**src/rtl/can_delay_line.sv**
```systemverilog
// Shift register preset to recessive (1) with a selectable tap; sel_i=0 is a pure wire.
module can_delay_line #(
  parameter int MAX_DLY = 15,
  parameter int DLY_W   = $clog2(MAX_DLY+1)
) (
  input  logic             clk_i,
  input  logic             reg_rst_i,
  input  logic             d_i,
  input  logic [DLY_W-1:0] sel_i,
  output logic             q_o
);
  logic [MAX_DLY-1:0] sr;
  logic [MAX_DLY:0]   taps;

  // taps[i] is d_i delayed by i cycles
  assign taps = {sr, d_i};

  always_ff @(posedge clk_i) begin
    if (reg_rst_i) sr <= '1;
    else           sr <= taps[MAX_DLY-1:0];
  end

  assign q_o = (int'(sel_i) > MAX_DLY) ? taps[MAX_DLY] : taps[sel_i];
endmodule

```
**config.mk**
```make
export PLATFORM = sky130hd
export DESIGN_NAME = can_delay_line
export DESIGN_NICKNAME = d
export VERILOG_FILES = /design/src/rtl/can_delay_line.sv
export SDC_FILE = /design/constraint.sdc
export NUM_CORES = 1
export LEC_CHECK = 0
export CAP_MARGIN = 20
export CELL_PAD_IN_SITES_DETAIL_PLACEMENT = 1
export CELL_PAD_IN_SITES_GLOBAL_PLACEMENT = 2
export CORE_MARGIN = 1
export CORE_UTILIZATION = 36
export DETAILED_ROUTE_END_ITERATION = 16
export PLACE_DENSITY = 0.74
export SETUP_SLACK_MARGIN = 0.3
export SYNTH_ARGS = -nofsm -noshare
export SYNTH_HDL_FRONTEND = slang
export SYNTH_SLANG_ARGS = --single-unit
```
**constraint.sdc**
```tcl
create_clock -name clk_i -period 3 [get_ports clk_i]
set_input_delay 0.6 -clock clk_i [delete_from_list [all_inputs] [get_ports clk_i]]
set_output_delay 0.6 -clock clk_i [all_outputs]
set_load 0.02 [all_outputs]
```
==> results.yml, run 1 <==
outcome:
  status: "finished, final reports clean"
sta:
  hold_violations: 0
  slew_viol_final: 0
  min_period_ns: 2.53
  fin_skew_ns: 0.000255
  fin_crit_sh_pct: 84.2
  fmax_ghz: 0.396
  finalSetupTns_ns: 0
  worst_pin_slew_ns: 0.381
  fin_hold_ws_ns: 0.440
  rsz0062_at_grt: "no"
  setup_viol: 0
  relSlewSlack_pct: 74.5
placement:
  placedCellCount: 59
  gp_congestion: 0.649
  hpwl_um: 647
  port_buffers: 7
  placed_cell_area_um2: 618
global_route:
  grt_max_degree: 16
  grt_usage_pct: 13.0
  grt_pass1_wl_um: 1310
  overflow: 0
  antenna_found_initial: 0
  grt_pass1_vias: 324
synthesis:
  synthTopCellsByArea: "dfxtp_1 (56%), mux4_1 (20%), or2_2 (18%), mux2i_1 (5.6%), clkbuf_1 (0.70%)"
  postSynthCellCount: 38
  synth.yosys.seq_area_share_pct: 56.3
  yosysTopAreaCell: "dfxtp_1"
  synth_cell_types: 5
  synthArstFlopShare_pct: 0
  synthTopCellsByCount: "dfxtp_1 (15), or2_2 (15), mux4_1 (4), mux2i_1 (3), clkbuf_1 (1)"
  ys_warn_count: 0
  synth_seq_cells: 15
  synth_edf_count: 0
  synthFlopType: "dfxtp_1"
  syn_area_um2: 533
  synth_top_area_share_pct: 56.3
  syn_area_per_cell_um2: 14.0
  syn_nets: 45
finish:
  fill_cells: 145
  n_antenna_cell: 0
  multiInputGateArea_um2: 229
  area_delta_synth_final_pct: 20.0
  largest_register_ffs: 15
  fin_nets: 56
  fin_cells: 63
  largest_register: "sr"
  postLayoutCellArea_um2: 639
  reg_top3: "sr: 15 flops"
  layout-drive-gt1-share_pct: 39.6
  seq_area_um2: 300
setup_path:
  cp_data_required_time_ns: 2.40
  r2r_end: "sr[10]"
  path_class: "in -> out"
  critical_path.max_fanout: 2
  reg2reg_depth: 1
  worst_setup_path_start_kind: "input pin"
  worst_ep_arrival_time_ns: 1.93
  r2r_start: "sr[9]"
  crit_path_end_kind: "output pin"
  r2r_setup_slack_ns: 2.28
pwr:
  peakVddDrop_mv: 0.259
  power.density_nw_per_um2: 516
  p_leak_uw: 0.000221
floorplanning:
  rows: 13
  ios: 8
  die_height_um: 40.5
  core-area_um2: 1330
  start_util_pct: 40.0
  die_w_um: 40.5
  design.die.area_um2: 1640
drt:
  ant_nets: 0
  dr.pass1.iters: 2
  wl_per_cell_um: 13.9
  drt-initial-drc-count: 2
  routed_via_density: 4.89
  route.detailed.drc: 0
  dr_total_vias: 308
  wl_um: 873
clock_tree:
  hold_buffers: 0
  cts.reportedPaths.clkPinSlew_ns: 0.08
  clock_latency_ns: 0.27
  root_buffer: "clkbuf_4"
  post_cts_buffers: 0
  cts_tree: "done"
  h-tree-depth: 1
  clock-sinks: 15
  clock_path_buffers: 2
  cts_inserted_buffers: 3
hold_path:
  hold-path-cell-count: 1
  whs_endpoint: "sr[4]"
  worstHoldPathType: "reg -> reg"
  hold_start: "sr[3]"
flow_run:
  max_cap_viol_count: 0
timing repair:
item                                    CTS  global route
gates resized for setup                   4             1
endpoints found under the setup margin    1             1
pin swaps                                 0             0
area by class of cell:
cell class	count	area share, %
multi-input combinational	22	35.8
timing repair buffer	7	10.2
tap	15	2.94
sequential	15	47.0
clock buffer	4	4.11
cells in the final DEF (no fill, tap or decap):
| cell type | instances |
|---|---|
| clkbuf_1 | 1 |
| clkbuf_2 | 1 |
| clkbuf_4 | 3 |
| clkdlybuf4s15_1 | 1 |
| clkdlybuf4s50_1 | 5 |
| dfxtp_1 | 15 |
| mux2i_1 | 3 |
| mux4_1 | 4 |
| or2_2 | 15 |
worst max path at each step:
stage | start | end | slack, ns | cells past startpoint
finish | d_i | q_o | 0.47 | 5
global placement | sel_i[0] | q_o | -0.17 | 5
CTS | d_i | q_o | 0.32 | 5
global route | d_i | q_o | 0.41 | 5
detailed placement | sel_i[0] | q_o | -0.21 | 5
floorplan | sel_i[0] | q_o | 0.98 | 3
metrics by stage:
stage	setup WS [ns]	utilization (%)	power [uW]
2_1_floorplan	0.977	-	215
3_3_place_gp	-0.175	46.3	227
3_5_place_dp	-0.215	46.3	228
4_1_cts	0.321	48.3	335
5_1_grt	0.412	47.9	346
6_report	0.475	47.9	330
power by group:
part	switching, uW	leakage [uW]	internal, uW
registers	0.947	0.000122	201
clock network	56.3	0.0000150	51.5
logic	7.60	0.0000842	12.6
total	64.9	0.000221	265
worst max-delay path, stage by stage:
cell	delay [ns]
clkdlybuf4s50_1	0.42
mux4_1	0.51
mux2i_1	0.15
mux2i_1	0.08
clkbuf_2	0.16
routing by layer:
layer | track usage [%] | vias up | wire (um)
met2 | 22.6 | 6 | 460
li1 | - | 153 | -
met5 | 0 | - | 0
met4 | 7.50 | 0 | 0
met1 | 13.9 | 149 | 377
met3 | 3.33 | 0 | 34
cell families (layout without fill, tap and decap cells):
family	after synthesis	in the layout	share of synthesized area [%]
mux	7	7	25.4
simple gates	15	15	17.6
flops	15	15	56.3
buf+inv	1	11	0.704
(Power assumes the default switching activity.)
==> run 2, diff against run 1 <==
CORE_UTILIZATION = 30   (was 36)
PLACE_DENSITY = 0.65   (was 0.74)
clock period = 2.3 ns   (was 3 ns; I/O delays follow)
==> results.yml, run 2 (same netlist as run 1, synthesis figures left out) <==
outcome:
  status: "finished, final reports clean"
setup_path:
  r2r_end: "sr[3]"
  worst_setup_path_start_kind: "input pin"
  cp_data_required_time_ns: 1.84
  crit_slowest_cell: "mux4_2"
  critical_path.max_fanout: 4
  crit_path_cell_trace: "clkdlybuf4s15_1, mux4_2, mux2i_1, mux2i_1, buf_4"
  reg2reg_depth: 1
  r2r_start: "sr[2]"
  r2r_setup_slack_ns: 1.59
  path_class: "in -> out"
  crit_top_cell: "mux2i_1"
  max_stage_delay_ns: 0.33
  worst_ep_arrival_time_ns: 1.48
  crit_path_end_kind: "output pin"
clock_tree:
  hold_buffers: 0
  cts_inserted_buffers: 3
  post_cts_buffers: 0
  clock_path_buffers: 2
  cts.reportedPaths.clkPinSlew_ns: 0.08
  h-tree-depth: 1
  root_buffer: "clkbuf_4"
  clock_latency_ns: 0.27
  cts_tree: "done"
  clock-sinks: 15
floorplanning:
  rows: 14
  core-area_um2: 1580
  design.die.area_um2: 1950
  die_height_um: 44.2
  ios: 8
  die_w_um: 44.2
  start_util_pct: 33.8
finish:
  reg_top3: "sr: 15 flops"
  final_cell_mix: "or2_2 (15), dfxtp_1 (15), mux4_2 (4)"
  largest_register: "sr"
  layout-drive-gt1-share_pct: 52.1
  fin_cells: 64
  postLayoutCellArea_um2: 624
  largest_register_ffs: 15
  fin_nets: 56
  area_delta_synth_final_pct: 17.1
  n_antenna_cell: 0
pwr:
  power.density_nw_per_um2: 693
  p_leak_uw: 0.000221
  peakVddDrop_mv: 0.260
  finalPower_uw: 432
sta:
  min_period_ns: 1.94
  setup_viol: 0
  slew_viol_final: 0
  worst_pin_slew_ns: 0.354
  hold_violations: 0
  fin_skew_ns: 0.00483
  fin_crit_sh_pct: 84.3
  layout_setup_ws_ns: 0.361
  fmax_ghz: 0.516
  finalSetupTns_ns: 0
  relSlewSlack_pct: 76.3
  rsz0062_at_grt: "no"
drt:
  routed_via_density: 4.84
  wl_per_cell_um: 13.4
  ant_nets: 0
  route.detailed.drc: 0
  drt-initial-drc-count: 5
  wl_um: 856
  dr.pass1.iters: 5
  dr_total_vias: 310
hold_path:
  hold_start: "d_i"
  hold-path-cell-count: 2
  worstHoldPathType: "in -> reg"
  whs_endpoint: "sr[0]"
global_route:
  grt_pass1_vias: 304
  antenna_found_initial: 0
  grt_usage_pct: 10.6
  grt_pass1_wl_um: 1410
  overflow: 0
  grt_max_degree: 16
flow_run:
  max_cap_viol_count: 0
placement:
  placedCellCount: 60
  gp_congestion: 0.687
  place_ws_ns: -0.585
  hpwl_um: 626
  port_buffers: 7
  placed_cell_area_um2: 619
## run 2: timing repair
item	4_1_cts	5_1_grt
endpoints found under the setup margin	1	1
pin swaps	0	0
gates resized for setup	16	4
## run 2: metrics by stage
stage          hold slack [ns]  util (%)
2_1_floorplan            0.405         -
3_3_place_gp             0.421      39.3
3_5_place_dp             0.428      39.3
4_1_cts                  0.448      39.8
5_1_grt                  0.401      39.6
6_report                 0.404      39.6
## run 2: worst max-delay path by stage
stage / from / to / slack, ns / cells past startpoint
global placement: sel_i[0] / q_o / -0.56 / 5
finish: sel_i[1] / q_o / 0.36 / 5
floorplan: sel_i[0] / q_o / 0.56 / 3
CTS: sel_i[0] / q_o / 0.31 / 5
detailed placement: sel_i[0] / q_o / -0.59 / 5
global route: sel_i[1] / q_o / 0.30 / 5
## run 2: area by class of cell
type                    count  area [um2]
multi-input cells          22         214
repair buffers              7        63.8
flip-flops and latches     15         300
clock buffers               4        26.3
fillers                   175         952
well taps                  16        20.0
## run 2: layer usage
layer	up-vias	GRT usage, %	part of all wire [%]
met1	149	14.5	51
met2	8	13.5	41
met4	0	9.09	2.9
met5	-	0	0
li1	149	-	-
met3	4	2.86	4.0
## run 2: critical path, delay by kind of cell
family / cells / cell delay [ns]
buffers and inverters: 2 / 0.44
muxes: 3 / 0.58
## run 2: power breakdown
part	leakage (uW)	total (uW)	internal, uW	switching [uW]
registers	0.000122	264	262	1.41
clock network	0.0000150	142	67.1	75.3
logic	0.0000843	26.4	16.4	9.98
==> run 3, diff against run 2 <==
clock period = 1.6 ns   (was 2.3 ns; I/O delays follow)
==> results.yml, run 3 (same netlist as run 1, synthesis figures left out) <==
outcome:
  status: "complete, but fails checks"
  violations: "setup timing"
setup_path:
  worst_setup_path_start_kind: "flop"
  critical_path.max_fanout: 2
  reg2reg_depth: 1
  r2r_setup_slack_ns: 0.89
  worst_ep_arrival_time_ns: 1.49
  r2r_end: "sr[7]"
  r2r_start: "sr[6]"
  crit_path_end_kind: "output pin"
  path_class: "reg -> out"
  cp_data_required_time_ns: 1.28
flow_run:
  max_cap_viol_count: 0
clock_tree:
  clock_path_buffers: 2
  clock-sinks: 15
  hold_buffers: 0
  cts_inserted_buffers: 3
  cts_tree: "done"
  cts.reportedPaths.clkPinSlew_ns: 0.08
  h-tree-depth: 1
  root_buffer: "clkbuf_4"
  clock_latency_ns: 0.27
sta:
  worst_pin_slew_ns: 0.350
  finalSetupTns_ns: -0.211
  fin_skew_ns: 0.00151
  relSlewSlack_pct: 76.6
  setup_viol: 1
  min_period_ns: 1.81
  fin_crit_sh_pct: 113
  slew_viol_final: 0
  layout_setup_ws_ns: -0.211
  rsz0062_at_grt: "yes"
  hold_violations: 0
  fmax_ghz: 0.552
placement:
  gp_congestion: 0.648
  place_ws_ns: -1.09
  hpwl_um: 696
  port_buffers: 7
drt:
  wl_um: 885
  routed_via_density: 4.72
  wl_per_cell_um: 13.8
  drt-initial-drc-count: 0
  dr_total_vias: 302
  route.detailed.drc: 0
  ant_nets: 0
  dr.pass1.iters: 1
pwr:
  power.density_nw_per_um2: 983
  peakVddDrop_mv: 0.437
  finalPower_uw: 619
  p_leak_uw: 0.000216
floorplanning:
  ios: 8
  die_height_um: 44.2
  design.die.area_um2: 1950
  die_w_um: 44.2
  core-area_um2: 1580
  rows: 14
  start_util_pct: 33.8
hold_path:
  hold_start: "d_i"
  hold-path-cell-count: 2
  whs_endpoint: "sr[0]"
  worstHoldPathType: "in -> reg"
finish:
  n_antenna_cell: 0
  fin_util_pct: 39.9
  layout-drive-gt1-share_pct: 56.3
  area_delta_synth_final_pct: 18.1
  largest_register_ffs: 15
  fin_nets: 56
  layout_commonest_cell: "or2_2"
  final_cell_mix: "or2_2 (15), dfxtp_1 (14), mux4_2 (4)"
  reg_top3: "sr: 15 flops"
  largest_register: "sr"
global_route:
  grt_pass1_wl_um: 1550
  grt_pass1_vias: 336
  grt_max_degree: 16
  grt_usage_pct: 11.4
  antenna_found_initial: 0
  overflow: 0
==> run 3: through the flow <==
stage / cell area [um2] / hold WS, ns / instances
after floorplan: 522 / 0.408 / 38
after global placement: 608 / 0.422 / 60
after detailed placement: 608 / 0.432 / 60
after CTS: 624 / 0.370 / 64
after global routing: 629 / 0.379 / 64
final: 629 / 0.379 / 64
==> run 3: timing repair <==
| action | CTS | global route |
|---|---|---|
| setup endpoints to repair | 1 | 1 |
| gates cloned | 0 | 0 |
| gates resized for setup | 12 | 2 |
| pin swaps | 0 | 0 |
| endpoints found under the hold margin | 0 | 0 |
| buffers inserted | 0 | 0 |
==> run 3: worst max path at each step <==
stage	start	end	slack, ns	cells past startpoint
after floorplan	sel_i[0]	q_o	0.19	3
after global placement	sel_i[0]	q_o	-1.06	5
after detailed placement	sel_i[0]	q_o	-1.09	5
after CTS	sr[6]	q_o	-0.23	4
after global routing	sr[2]	q_o	-0.29	4
final	sr[2]	q_o	-0.21	4
==> run 3: cell type report <==
type                    count  area (um2)
multi-input cells          22         221
clock buffers               4        26.3
well taps                  16        20.0
fillers                   177         947
flip-flops and latches     15         302
repair buffers              7        60.1
==> run 3: critical path, cell delays in order (launching register included) <==
cell,delay [ns]
dfxtp_2,0.32
mux4_2,0.48
mux2i_2,0.17
mux2i_2,0.09
buf_4,0.16
==> run 3: report_power, final <==
group / leakage [uW] / internal (uW) / switching (uW) / total [uW]
Clock: 0.0000150 / 96.4 / 104 / 200
Combinational: 0.0000797 / 23.5 / 16.2 / 39.7
Sequential: 0.000122 / 377 / 1.81 / 379
==> run 3: routing by layer <==
layer	vias up	GRT usage [%]	wire, um
met2	5	17.6	466
met4	0	5.45	0
li1	150	-	-
met5	-	0	0
met3	0	2.45	33
met1	147	15.2	385
